[src/rtl/accum_display_if.sv]
// Load/convert handshake and 7-segment display bundle between the accumulator
// sum register and accum_display.
interface accum_display_if #(
    parameter int WIDTH  = 10,
    parameter int DIGITS = 4
);
    logic [WIDTH-1:0]    Value;
    logic                Load;
    logic                Busy;
    logic                Done;
    logic                Ovf;
    logic [7*DIGITS-1:0] Segs;

    modport master (output Value, Load, input Busy, Done, Ovf, Segs);
    modport slave  (input Value, Load, output Busy, Done, Ovf, Segs);
endinterface

[src/rtl/accum_display.sv]
// Binary-to-decimal HEX display driver: sequential double-dabble (one shift per clock)
// feeding active-low 7-segment codes. Define ACCUM_DISPLAY_BLANK_LZ_EN to blank leading zeros.
module accum_display #(
    parameter int WIDTH  = 10,
    parameter int DIGITS = 4
) (
    input  logic           Clock,
    input  logic           Reset,
    accum_display_if.slave bus
);
    typedef enum logic [1:0] {IDLE, SHIFT, DONE} state_t;

    localparam int               BCD_W     = 4 * DIGITS;
    localparam logic [63:0]      MAX_VAL   = 64'(10**DIGITS - 1);
    localparam logic [WIDTH-1:0] LAST_ITER = WIDTH'(WIDTH - 1);
    localparam logic [6:0]       SEG_DASH  = 7'b0111111;
`ifdef ACCUM_DISPLAY_BLANK_LZ_EN
    localparam logic [6:0]       SEG_BLANK = 7'b1111111;
`endif

    state_t             state, next_state;
    logic [WIDTH-1:0]   shift_q;
    logic [WIDTH-1:0]   iter_q;
    logic [BCD_W-1:0]   bcd_q;
    logic [BCD_W-1:0]   bcd_adj;
    logic [BCD_W-1:0]   disp_bcd;
    logic               ovf_pending;
    logic               ovf_q;
    logic               done_q;
    logic [7*DIGITS-1:0] segs_c;
`ifdef ACCUM_DISPLAY_BLANK_LZ_EN
    logic               leading;
`endif

    function automatic logic [6:0] seg_code(input logic [3:0] d);
        case (d)
            4'd0:    return 7'b1000000;
            4'd1:    return 7'b1111001;
            4'd2:    return 7'b0100100;
            4'd3:    return 7'b0110000;
            4'd4:    return 7'b0011001;
            4'd5:    return 7'b0010010;
            4'd6:    return 7'b0000010;
            4'd7:    return 7'b1111000;
            4'd8:    return 7'b0000000;
            4'd9:    return 7'b0010000;
            default: return 7'b1111111;
        endcase
    endfunction

    // NOTE: sequential state uses non-blocking assignments so every register
    // samples pre-edge values regardless of process evaluation order.
    always_ff @(posedge Clock or posedge Reset) begin
        if (Reset) state <= IDLE;
        else       state <= next_state;
    end

    // NOTE: every always_comb output gets a default before any branch, so no
    // path leaves it unassigned and no latch is inferred.
    always_comb begin
        next_state = state;
        case (state)
            IDLE:    if (bus.Load) next_state = SHIFT;
            SHIFT:   if (iter_q == LAST_ITER) next_state = DONE;
            DONE:    next_state = IDLE;
            default: next_state = IDLE;
        endcase
    end

    // Double-dabble correction applied to the digits before each shift.
    always_comb begin
        bcd_adj = bcd_q;
        for (int i = 0; i < DIGITS; i++) begin
            if (bcd_q[4*i +: 4] >= 4'd5) bcd_adj[4*i +: 4] = bcd_q[4*i +: 4] + 4'd3;
        end
    end

    always_ff @(posedge Clock or posedge Reset) begin
        if (Reset) begin
            shift_q     <= '0;
            iter_q      <= '0;
            bcd_q       <= '0;
            disp_bcd    <= '0;
            ovf_pending <= 1'b0;
            ovf_q       <= 1'b0;
            done_q      <= 1'b0;
        end else begin
            done_q <= 1'b0;
            case (state)
                IDLE: begin
                    if (bus.Load) begin
                        shift_q     <= bus.Value;
                        bcd_q       <= '0;
                        iter_q      <= '0;
                        ovf_pending <= 64'(bus.Value) > MAX_VAL;
                    end
                end
                SHIFT: begin
                    // Bits leaving the top digit are dropped; Ovf covers them.
                    bcd_q   <= {bcd_adj[BCD_W-2:0], shift_q[WIDTH-1]};
                    shift_q <= shift_q << 1;
                    iter_q  <= iter_q + WIDTH'(1);
                end
                DONE: begin
                    disp_bcd <= bcd_q;
                    ovf_q    <= ovf_pending;
                    done_q   <= 1'b1;
                end
                default: ;
            endcase
        end
    end

    // Display decode reads only registers updated at DONE, so Segs cannot glitch mid-conversion.
    always_comb begin
        segs_c = '0;
`ifdef ACCUM_DISPLAY_BLANK_LZ_EN
        leading = 1'b1;
`endif
        for (int i = DIGITS - 1; i >= 0; i--) begin
            if (ovf_q) begin
                segs_c[7*i +: 7] = SEG_DASH;
`ifdef ACCUM_DISPLAY_BLANK_LZ_EN
            end else if (leading && i != 0 && disp_bcd[4*i +: 4] == 4'd0) begin
                segs_c[7*i +: 7] = SEG_BLANK;
`endif
            end else begin
                segs_c[7*i +: 7] = seg_code(disp_bcd[4*i +: 4]);
`ifdef ACCUM_DISPLAY_BLANK_LZ_EN
                leading = 1'b0;
`endif
            end
        end
    end

    assign bus.Busy = (state != IDLE);
    assign bus.Done = done_q;
    assign bus.Ovf  = ovf_q;
    assign bus.Segs = segs_c;

endmodule

[src/flat_wrapper.sv]
// flat-port wrapper written by rule: the top's interface ports become plain ports
module accum_display_flat 
#(
    parameter int WIDTH  = 10,
    parameter int DIGITS = 4
)
  (Clock, Reset, bus_Value, bus_Load, bus_Busy, bus_Done, bus_Ovf, bus_Segs);
  accum_display_if #(.WIDTH(WIDTH), .DIGITS(DIGITS)) bus_i ();
  input  logic Clock;
  input  logic Reset;
  input wire logic [$bits(bus_i.Value)-1:0] bus_Value;
  input wire logic [$bits(bus_i.Load)-1:0] bus_Load;
  output wire logic [$bits(bus_i.Busy)-1:0] bus_Busy;
  output wire logic [$bits(bus_i.Done)-1:0] bus_Done;
  output wire logic [$bits(bus_i.Ovf)-1:0] bus_Ovf;
  output wire logic [$bits(bus_i.Segs)-1:0] bus_Segs;
  assign bus_i.Value = bus_Value;
  assign bus_i.Load = bus_Load;
  assign bus_Busy = bus_i.Busy;
  assign bus_Done = bus_i.Done;
  assign bus_Ovf = bus_i.Ovf;
  assign bus_Segs = bus_i.Segs;
  accum_display #(.WIDTH(WIDTH), .DIGITS(DIGITS)) u_core (.Clock(Clock), .Reset(Reset), .bus(bus_i));
endmodule
[config.mk]
export PLATFORM = sky130hd
export DESIGN_NAME = accum_display_flat
export DESIGN_NICKNAME = d
export VERILOG_FILES = /design/src/rtl/accum_display_if.sv /design/src/rtl/accum_display.sv /design/src/flat_wrapper.sv
export SDC_FILE = /design/constraint.sdc
export NUM_CORES = 1
export LEC_CHECK = 0
export BUFFER_PORTS_ARGS = -buffer_cell sky130_fd_sc_hd__buf_2
export CORE_AREA = 2 2 84 86
export DETAILED_ROUTE_END_ITERATION = 7
export DIE_AREA = 0 0 86 88
export GPL_ROUTABILITY_DRIVEN = 0
export PLACE_DENSITY_LB_ADDON = 0.12
export SLEW_MARGIN = 20
export SYNTH_ARGS = -nofsm -noshare
export SYNTH_HDL_FRONTEND = slang
export SYNTH_SLANG_ARGS = --single-unit
export TNS_END_PERCENT = 20
[constraint.sdc]
create_clock -name Clock -period 1.8 [get_ports Clock]
set_clock_uncertainty 0.2 [all_clocks]
set_input_delay 0.18 -clock Clock [delete_from_list [all_inputs] [get_ports Clock]]
set_output_delay 0.18 -clock Clock [all_outputs]
set_load 0.01 [all_outputs]
==> impl_metrics.tcl, run 1 <==
set metrics [dict create \
    worst_skew_late_latency_ps 300 \
    critPathRequiredTime_ps 1420 \
    detail_route.vias_per_cell 5.35 \
    ctsLongestPathBuffers 2 \
    cp.buffers_inverters 3 \
    cp_slowest_cell "sky130_fd_sc_hd__dfrtp_1" \
    regToRegStartpoint "u_core.bcd_q[0]" \
    status "finished with violations" \
    synth_simple_gate_area_frac 0.191 \
    critPathTopFamily "flip-flops" \
    drc_errors 0 \
    drt_pass1_iterations 4 \
    arrival_ps 1540 \
    cp-startpoint "u_core.disp_bcd[9]" \
    type_of_destination_of_the_critical_path "output pin" \
    drc_violation_total_after_the_first_tritonroute_iteration 114 \
    floorplan.die_area_um2 7570 \
    tritoncts "built" \
    slew_viol_final 0 \
    first_global_vias 2693 \
    area_delta_synth_final_pct 25.4 \
    synth_compound_gate_area_share 0.180 \
    yosys_register_bits 55 \
    clk_pin_slew_worst_paths_ps 90 \
    hold_viol_final 0 \
    netlist.area_leader.share 0.406 \
    timing.critical_path.fanout_max 5 \
    post-route-cell-area_um2 4250 \
    synth_mux_area_frac 0.0417 \
    critical_path.max_stage_delay_ps 410 \
    synth_sequential_area_ratio 0.406 \
    antenna_found_initial 0 \
    number_of_placement_rows 30 \
    category_of_the_critical_setup_timing_path "flip-flop to output pin" \
    syn_area_um2 3390 \
    initial_utilization 0.511 \
    synthAdderAreaFrac 0.111 \
    final_layout_size_suffix_gt1_frac 0.334 \
    cts_sinks 55 \
    detailroute.via_count 2892 \
    grt_util_all_layers 0.192 \
    worst_ir_drop_vdd_uv 669 \
    yosys.area_share.xor_xnor 0.0129 \
    globalRoute.totalOverflow 0 \
    post-dp-hpwl_mm 4.63 \
    type_of_the_tightest_min_delay_check "primary input to flip-flop" \
    finish.net_count 503 \
    hp-start "bus_Value[5]" \
    die_height_um 88 \
    core_region_area_um2 6640 \
    drv_cap 0 \
    grt_max_degree 56 \
    synth_top_area_cell "sky130_fd_sc_hd__dfrtp_1" \
    cp_cell_instances "inv_2, buf_4, ha_4, o21ai_1, o21ai_0, buf_2" \
    port_buffers 42 \
    clock_tree.htree_level_count 2 \
    cts.root.buffer_cell "sky130_fd_sc_hd__clkbuf_8" \
    placedInstanceArea_um2 3780 \
    post_layout_power_mw 4.14 \
    synth.avg_cell_area_um2 8.63 \
    wire_per_inst_um 13.2 \
    synth-warning-count 0 \
    synth_top_family_by_area "simple AND/OR/NAND/NOR gates" \
    synth_area_leaders "sky130_fd_sc_hd__dfrtp_1 (41%), sky130_fd_sc_hd__ha_1 (11%), sky130_fd_sc_hd__o21ai_0 (8.7%)" \
    setup_viol 14 \
    period_utilization_post_route 1.07 \
    grt_first_pass_wirelength_mm 11.9 \
    final_common_cell "sky130_fd_sc_hd__nand2_1" \
    power_density_nw_per_um2 973 \
    cts_bufs_inserted 5 \
    whs_ps 83.5 \
    synth_cells 393 \
    layout_setup_ws_ps -123 \
    most-common-layout-cells "sky130_fd_sc_hd__nand2_1 (54), sky130_fd_sc_hd__dfrtp_1 (51), sky130_fd_sc_hd__o21ai_0 (49)" \
    timing.reg2reg.setup_slack_ps 70 \
    finalWorstPathRequiredPeriod_ps 1920 \
    detail-route-antenna-nets 0 \
    ios 44 \
    rsz_0062_raised_after_global_routing "true" \
    clock.fmax_ghz 0.520 \
    netlist-cell-type-count 36 \
    antennaDiodeCount 0 \
    startpoint_type "flip-flop" \
    leakagePower_nw 2.05 \
    final_util 0.640 \
    die_width_um 86 \
    postSynthNetCount 436 \
    failing_checks "setup timing" \
    postRouteWirelength_mm 7.13 \
]
cell type report:
cell class,count,area [um^2]
Sequential cell,55,1380
Inverter,27,104
Tap cell,80,100
Timing Repair Buffer,79,520
Clock inverter,2,35.0
Multi-Input combinational cell,292,2030
Clock buffer,6,82.6
Fill cell,578,2390
per-stage QoR:
| stage | worst slack [ps] | std cells | TNS [ps] |
|---|---|---|---|
| floorplan | 77.1 | 393 | 0 |
| global placement | 76.1 | 517 | 0 |
| detailed placement | 14.5 | 517 | 0 |
| CTS | -57.7 | 539 | -490 |
| global route | -170 | 541 | -2230 |
| finish | -123 | 541 | -633 |
routing by layer:
layer / GRT usage / vias up / routed length, um / part of all wire
met5: 0 / - / 0 / 0
met4: 0.0462 / 0 / 65 / 0.0091
met3: 0.0254 / 7 / 169 / 0.024
met2: 0.346 / 39 / 3540 / 0.50
met1: 0.246 / 1365 / 3360 / 0.47
li1: - / 1481 / - / -
worst reg2reg max path, cell delays in order, from the launching register on:
cell and delay [ps]:
sky130_fd_sc_hd__dfrtp_1 430, sky130_fd_sc_hd__inv_1 110, sky130_fd_sc_hd__ha_1 190, sky130_fd_sc_hd__nand2b_1 80, sky130_fd_sc_hd__a21oi_2 160, sky130_fd_sc_hd__mux2_2 330
sky130_fd_sc_hd__o21ai_0 150
worst paths after layout:
kind	cells after the start	end
max in group asynchronous	4	u_core.disp_bcd[15]
max	6	bus_Segs[15]
max reg2reg	6	u_core.bcd_q[2]
min reg2reg	2	u_core.shift_q[9]
min in group asynchronous	4	u_core.disp_bcd[5]
min	4	u_core.shift_q[5]
flip-flops by register name (all words and copies together), names as in the netlist:
name,cells
u_core.bcd_q,16
u_core.disp_bcd,16
u_core.iter_q,10
u_core.shift_q,10
u_core.state,2
u_core.bus.Done,1
power by group:
group | total, mW | internal [mW] | switching, mW | leakage (nW)
clock | 0.838 | 0.451 | 0.387 | 0.0612
sequential | 1.90 | 1.53 | 0.364 | 0.707
combinational | 1.41 | 0.746 | 0.659 | 1.28
total | 4.14 | 2.73 | 1.41 | 2.05
synth_stat cells:
library cell / count
sky130_fd_sc_hd__and3b_1: 9
sky130_fd_sc_hd__nor2b_4: 1
sky130_fd_sc_hd__o31ai_1: 5
sky130_fd_sc_hd__buf_4: 2
sky130_fd_sc_hd__nand2_1: 56
sky130_fd_sc_hd__ha_1: 30
sky130_fd_sc_hd__nand3b_1: 1
sky130_fd_sc_hd__o21ai_0: 59
sky130_fd_sc_hd__nor4_1: 2
sky130_fd_sc_hd__nor3b_1: 2
sky130_fd_sc_hd__nor3_1: 3
sky130_fd_sc_hd__a32o_1: 1
sky130_fd_sc_hd__and4_1: 1
sky130_fd_sc_hd__a22oi_1: 1
sky130_fd_sc_hd__clkbuf_1: 7
sky130_fd_sc_hd__nand4_1: 2
sky130_fd_sc_hd__nand3_1: 15
sky130_fd_sc_hd__inv_1: 27
sky130_fd_sc_hd__o21bai_2: 1
sky130_fd_sc_hd__o211ai_1: 3
sky130_fd_sc_hd__a21oi_1: 34
sky130_fd_sc_hd__xor2_1: 1
sky130_fd_sc_hd__or2_2: 4
sky130_fd_sc_hd__nand4_2: 1
sky130_fd_sc_hd__nand2b_1: 10
sky130_fd_sc_hd__a31oi_1: 2
sky130_fd_sc_hd__mux2i_1: 4
sky130_fd_sc_hd__conb_1: 1
sky130_fd_sc_hd__nor2_1: 23
sky130_fd_sc_hd__buf_2: 10
sky130_fd_sc_hd__dfrtp_1: 55
sky130_fd_sc_hd__xnor2_1: 4
sky130_fd_sc_hd__nor2b_1: 1
sky130_fd_sc_hd__a22o_1: 5
sky130_fd_sc_hd__and3_1: 1
sky130_fd_sc_hd__mux2_2: 9
kinds of logic (layout without fill, tap and decap cells):
group,after synthesis,in the layout
XOR/XNOR,5,5
adder cells (fa/ha/maj),30,30
multiplexers,13,13
AO/OA/AOI/OAI,111,111
flip-flops,55,55
other,1,1
buffers and inverters,46,114
AND/OR/NAND/NOR,132,132
timing repair:
action,4_1_cts,5_1_grt
gates resized for setup,42,36
hold buffers,2,0
pin swaps,15,17
hold endpoints to repair,56,0
endpoints found under the setup margin,23,31
buffers inserted,12,2
(Power assumes the default switching activity.)
==> run 2: changes to the inputs <==
--- a/config.mk
+++ b/config.mk
@@ -11,6 +11,7 @@
 export DIE_AREA = 0 0 86 88
 export GPL_ROUTABILITY_DRIVEN = 0
 export PLACE_DENSITY_LB_ADDON = 0.12
+export SETUP_SLACK_MARGIN = 0.1
 export SLEW_MARGIN = 20
 export SYNTH_ARGS = -nofsm -noshare
 export SYNTH_HDL_FRONTEND = slang
==> impl_metrics.tcl, run 2 (synthesized netlist as in run 1, its figures left out) <==
set metrics [dict create \
    drt_pass1_iterations 4 \
    power.switching_mw 1.45 \
    area_delta_synth_final_pct 26.8 \
    ios 44 \
    die_height_um 88 \
    cp_cell_instances "ha_2, or2_4, a21oi_2, a31oi_1, buf_2" \
    final_layout_size_suffix_gt1_frac 0.356 \
    timing.reg2reg.setup_slack_ps 100 \
    antenna_found_initial 0 \
    cp_slowest_cell "sky130_fd_sc_hd__dfrtp_1" \
    period_utilization_post_route 1.05 \
    core_region_area_um2 6640 \
    first_global_vias 2788 \
    whs_ps 70.0 \
    grt_util_all_layers 0.195 \
    clock.fmax_ghz 0.528 \
    setup_viol 14 \
    cts_sinks 55 \
    wire_per_inst_um 13.1 \
    initial_utilization 0.511 \
    power_density_nw_per_um2 951 \
    finish.net_count 503 \
    globalRoute.totalOverflow 0 \
    min_delay_path_depth 4 \
    drc_errors 0 \
    grt_first_pass_wirelength_mm 12.1 \
    cell_internal_pwr_mw 2.64 \
    critical_path.max_stage_delay_ps 440 \
    slew_viol_final 0 \
    critPathRequiredTime_ps 1420 \
    category_of_the_critical_setup_timing_path "flip-flop to output pin" \
    tritoncts "built" \
    rsz_0062_raised_after_global_routing "true" \
    cts_bufs_inserted 5 \
    share_clk_of_total_power 0.174 \
    drc_violation_total_after_the_first_tritonroute_iteration 149 \
    finalWorstPathRequiredPeriod_ps 1900 \
    worst_ir_drop_vdd_uv 683 \
    switching_share 0.355 \
    regToRegStartpoint "u_core.bcd_q[0]" \
    floorplan.die_area_um2 7570 \
    layout_setup_ws_ps -95.7 \
    startpoint_type "flip-flop" \
    clock_tree.htree_level_count 2 \
    leakagePower_nw 2.03 \
    combinational_share_of_power 0.358 \
    post_layout_power_mw 4.09 \
    ctsLongestPathBuffers 2 \
    status "finished with violations" \
    reg_top3 "u_core.bcd_q (16), u_core.disp_bcd (16)" \
    port_buffers 42 \
    hold_viol_final 0 \
    failing_checks "setup timing" \
    clk_pin_slew_worst_paths_ps 100 \
    worst_skew_late_latency_ps 310 \
    detail-route-antenna-nets 0 \
    type_of_destination_of_the_critical_path "output pin" \
    cts.root.buffer_cell "sky130_fd_sc_hd__clkbuf_8" \
    placedInstanceArea_um2 3800 \
    worstHoldEndpoint "u_core.shift_q[1]" \
    final_util 0.647 \
    post-dp-hpwl_mm 4.84 \
    post-route-cell-area_um2 4300 \
    grt_max_degree 43 \
    drv_cap 0 \
    cp.buffers_inverters 1 \
    detail_route.vias_per_cell 5.42 \
    critPathTopFamily "flip-flops" \
    hp-start "bus_Value[1]" \
    postRouteWirelength_mm 7.09 \
    share_seq_of_total_power 0.467 \
    antennaDiodeCount 0 \
    detailroute.via_count 2933 \
    rr_worst_depth 5 \
    arrival_ps 1520 \
    number_of_placement_rows 30 \
    timing.critical_path.fanout_max 4 \
    worstReg2RegEnd "u_core.bcd_q[2]" \
    die_width_um 86 \
    type_of_the_tightest_min_delay_check "primary input to flip-flop" \
    final_common_cell "sky130_fd_sc_hd__nand2_1" \
    most-common-layout-cells "sky130_fd_sc_hd__nand2_1 (53), sky130_fd_sc_hd__dfrtp_1 (51), sky130_fd_sc_hd__o21ai_0 (44)" \
]
## run 2: worst min-delay path: cells and delay by family
family          cells  cell delay, ps
simple gates        1             140
buf+inv             1              70
compound gates      2             160
## run 2: metal layers
layer / wire (um) / track usage
met1: 3160 / 0.237
met2: 3690 / 0.360
met3: 212 / 0.0396
met4: 29 / 0.0390
met5: 0 / 0
## run 2: power groups by stage
stage	clock network (mW)	registers, mW	logic, mW
after floorplan	0	1.82	0.954
after global placement	0	1.88	1.22
after detailed placement	0	1.90	1.27
after CTS	0.744	1.90	1.36
after global routing	0.792	1.97	1.66
final	0.713	1.91	1.47
## run 2: area by class of cell
class | instances | area (um^2)
Sequential cell | 55 | 1380
Clock buffer | 7 | 86.3
Inverter | 27 | 108
Tap cell | 80 | 100
Multi-Input combinational cell | 292 | 2080
Timing Repair Buffer | 79 | 541
Fill cell | 576 | 2340
Clock inverter | 1 | 8.76
## run 2: worst max path at each step
stage / start / endpoint / slack, ps / cells after the start
floorplan: u_core.bcd_q[0] / u_core.bcd_q[2] / 90 / 6
global placement: u_core.bcd_q[4] / u_core.bcd_q[6] / 70 / 6
detailed placement: u_core.bcd_q[12] / u_core.bcd_q[14] / -3 / 6
CTS: u_core.disp_bcd[5] / bus_Segs[12] / -80 / 6
global route: u_core.disp_bcd[5] / bus_Segs[10] / -220 / 6
finish: u_core.disp_bcd[8] / bus_Segs[17] / -100 / 5
## run 2: stage by stage
step / std cells / setup slack (ps) / setup TNS (ps)
after floorplan: 393 / 86.5 / 0
after global placement: 518 / 71.0 / 0
after detailed placement: 518 / -3.06 / -3.06
after CTS: 537 / -82.9 / -840
after global routing: 541 / -218 / -2540
final: 541 / -95.7 / -873
## run 2: what timing repair did
action / in CTS / in global routing
buffers inserted: 9 / 4
gates cloned: 0 / 0
pin swaps: 27 / 11
hold endpoints to repair: 56 / 0
setup endpoints to repair: 32 / 46
hold buffers: 2 / 0
resized for setup: 65 / 32
==> run 3: changes to the inputs <==
--- a/config.mk
+++ b/config.mk
@@ -10,7 +10,7 @@
 export DETAILED_ROUTE_END_ITERATION = 7
 export DIE_AREA = 0 0 86 88
 export GPL_ROUTABILITY_DRIVEN = 0
-export PLACE_DENSITY_LB_ADDON = 0.12
+export PLACE_DENSITY = 0.85
 export SETUP_SLACK_MARGIN = 0.1
 export SLEW_MARGIN = 20
 export SYNTH_ARGS = -nofsm -noshare
==> impl_metrics.tcl, run 3 (synthesized netlist as in run 1, its figures left out) <==
set metrics [dict create \
    regToRegStartpoint "u_core.bcd_q[9]" \
    reg_top3 "u_core.bcd_q (16), u_core.disp_bcd (16)" \
    grt_first_pass_wirelength_mm 12.4 \
    wire_per_inst_um 14.4 \
    number_of_placement_rows 30 \
    detail-route-antenna-nets 0 \
    final_common_cell "sky130_fd_sc_hd__nand2_1" \
    first_global_vias 2763 \
    placedInstanceArea_um2 3760 \
    slew_viol_final 0 \
    hold_viol_final 0 \
    post-route-cell-area_um2 4330 \
    detail_route.vias_per_cell 5.57 \
    grt_util_all_layers 0.198 \
    worstHoldEndpoint "u_core.shift_q[7]" \
    ctsLongestPathBuffers 2 \
    globalRoute.totalOverflow 0 \
    ios 44 \
    min_delay_path_depth 4 \
    status "finished with violations" \
    finalSetupTns_ps -991 \
    grt_max_degree 22 \
    arrival_ps 1540 \
    die_width_um 86 \
    worst_ir_drop_vdd_uv 725 \
    finalWorstPathRequiredPeriod_ps 1920 \
    dpl_worst_slack_ps -18.8 \
    worst_skew_late_latency_ps 310 \
    power_density_nw_per_um2 972 \
    clock_tree.htree_level_count 2 \
    rsz_0062_raised_after_global_routing "true" \
    worstReg2RegEnd "u_core.bcd_q[10]" \
    clk_pin_slew_worst_paths_ps 90 \
    initial_utilization 0.511 \
    drt_pass1_iterations 4 \
    rr_worst_depth 6 \
    period_utilization_post_route 1.07 \
    type_of_destination_of_the_critical_path "output pin" \
    floorplan.die_area_um2 7570 \
    cts_bufs_inserted 5 \
    failing_checks "setup timing" \
    finish.net_count 499 \
    antennaDiodeCount 0 \
    tritoncts "built" \
    clock.fmax_ghz 0.520 \
    most-common-layout-cells "sky130_fd_sc_hd__nand2_1 (52), sky130_fd_sc_hd__dfrtp_1 (47), sky130_fd_sc_hd__o21ai_0 (42)" \
    critPathRequiredTime_ps 1420 \
    timing.critical_path.fanout_max 4 \
    leakagePower_nw 2.04 \
    post-dp-hpwl_mm 4.96 \
    final_layout_size_suffix_gt1_frac 0.368 \
    core_region_area_um2 6640 \
    setup_viol 17 \
    die_height_um 88 \
    category_of_the_critical_setup_timing_path "flip-flop to output pin" \
    hp-start "bus_Value[7]" \
    post_layout_power_mw 4.21 \
    cts_sinks 55 \
    port_buffers 42 \
    layout_setup_ws_ps -123 \
    postRouteWirelength_mm 7.75 \
    type_of_the_tightest_min_delay_check "primary input to flip-flop" \
    drc_errors 0 \
    startpoint_type "flip-flop" \
    area_delta_synth_final_pct 27.7 \
    detailroute.via_count 2992 \
    cts.root.buffer_cell "sky130_fd_sc_hd__clkbuf_8" \
    drv_cap 0 \
    timing.reg2reg.setup_slack_ps 80 \
    drc_violation_total_after_the_first_tritonroute_iteration 195 \
    placed_cells_incl_taps 514 \
    stdcell_count 537 \
    antenna_found_initial 0 \
]
-- run 3: power by group --
| group | switching, mW | total (mW) | internal [mW] |
|---|---|---|---|
| Combinational | 0.712 | 1.52 | 0.805 |
| Clock | 0.387 | 0.740 | 0.352 |
| Sequential | 0.419 | 1.95 | 1.53 |
| Total | 1.52 | 4.21 | 2.69 |
-- run 3: metrics by stage --
step,util,hold WS (ps)
floorplan,-,54.1
global placement,0.566,20.6
detailed placement,0.566,21.0
CTS,0.616,71.0
global route,0.652,83.5
finish,0.652,75.1
-- run 3: area by class of cell --
type	instances	area, um^2
tap	80	100
inverter	27	105
multi-input combinational	292	2140
sequential	55	1390
fill	500	2310
clock buffer	8	100
timing repair buffer	75	497
-- run 3: worst max-delay path, stage by stage, from the launching register on --
cell and delay [ps]:
sky130_fd_sc_hd__dfrtp_2 440, sky130_fd_sc_hd__inv_2 80, sky130_fd_sc_hd__ha_1 300, sky130_fd_sc_hd__nand2_2 70, sky130_fd_sc_hd__a21oi_2 160, sky130_fd_sc_hd__nor2_1 50
sky130_fd_sc_hd__buf_2 140
-- run 3: how the worst max path moves through the flow --
stage | startpoint | end | slack, ps | depth (start not counted)
4_1_cts | u_core.disp_bcd[13] | bus_Segs[24] | -90 | 6
2_1_floorplan | u_core.bcd_q[0] | u_core.bcd_q[2] | 90 | 6
6_report | u_core.disp_bcd[12] | bus_Segs[24] | -120 | 6
3_5_place_dp | u_core.bcd_q[4] | u_core.bcd_q[6] | -20 | 6
5_1_grt | u_core.disp_bcd[12] | bus_Segs[24] | -210 | 6
3_3_place_gp | u_core.bcd_q[8] | u_core.bcd_q[10] | 70 | 6
-- run 3: per-layer routing --
layer	routed length, um	track usage	vias to the layer above
met5	0	0	-
met4	88	0.0375	0
met3	257	0.0320	15
met2	4110	0.362	71
met1	3290	0.249	1435
li1	-	-	1471
-- run 3: timing repair --
action,CTS,global route
resized for setup,62,53
setup buffers,7,6
hold buffers,2,0
hold endpoints to repair,17,0
pin swaps,23,14
endpoints found under the setup margin,32,56
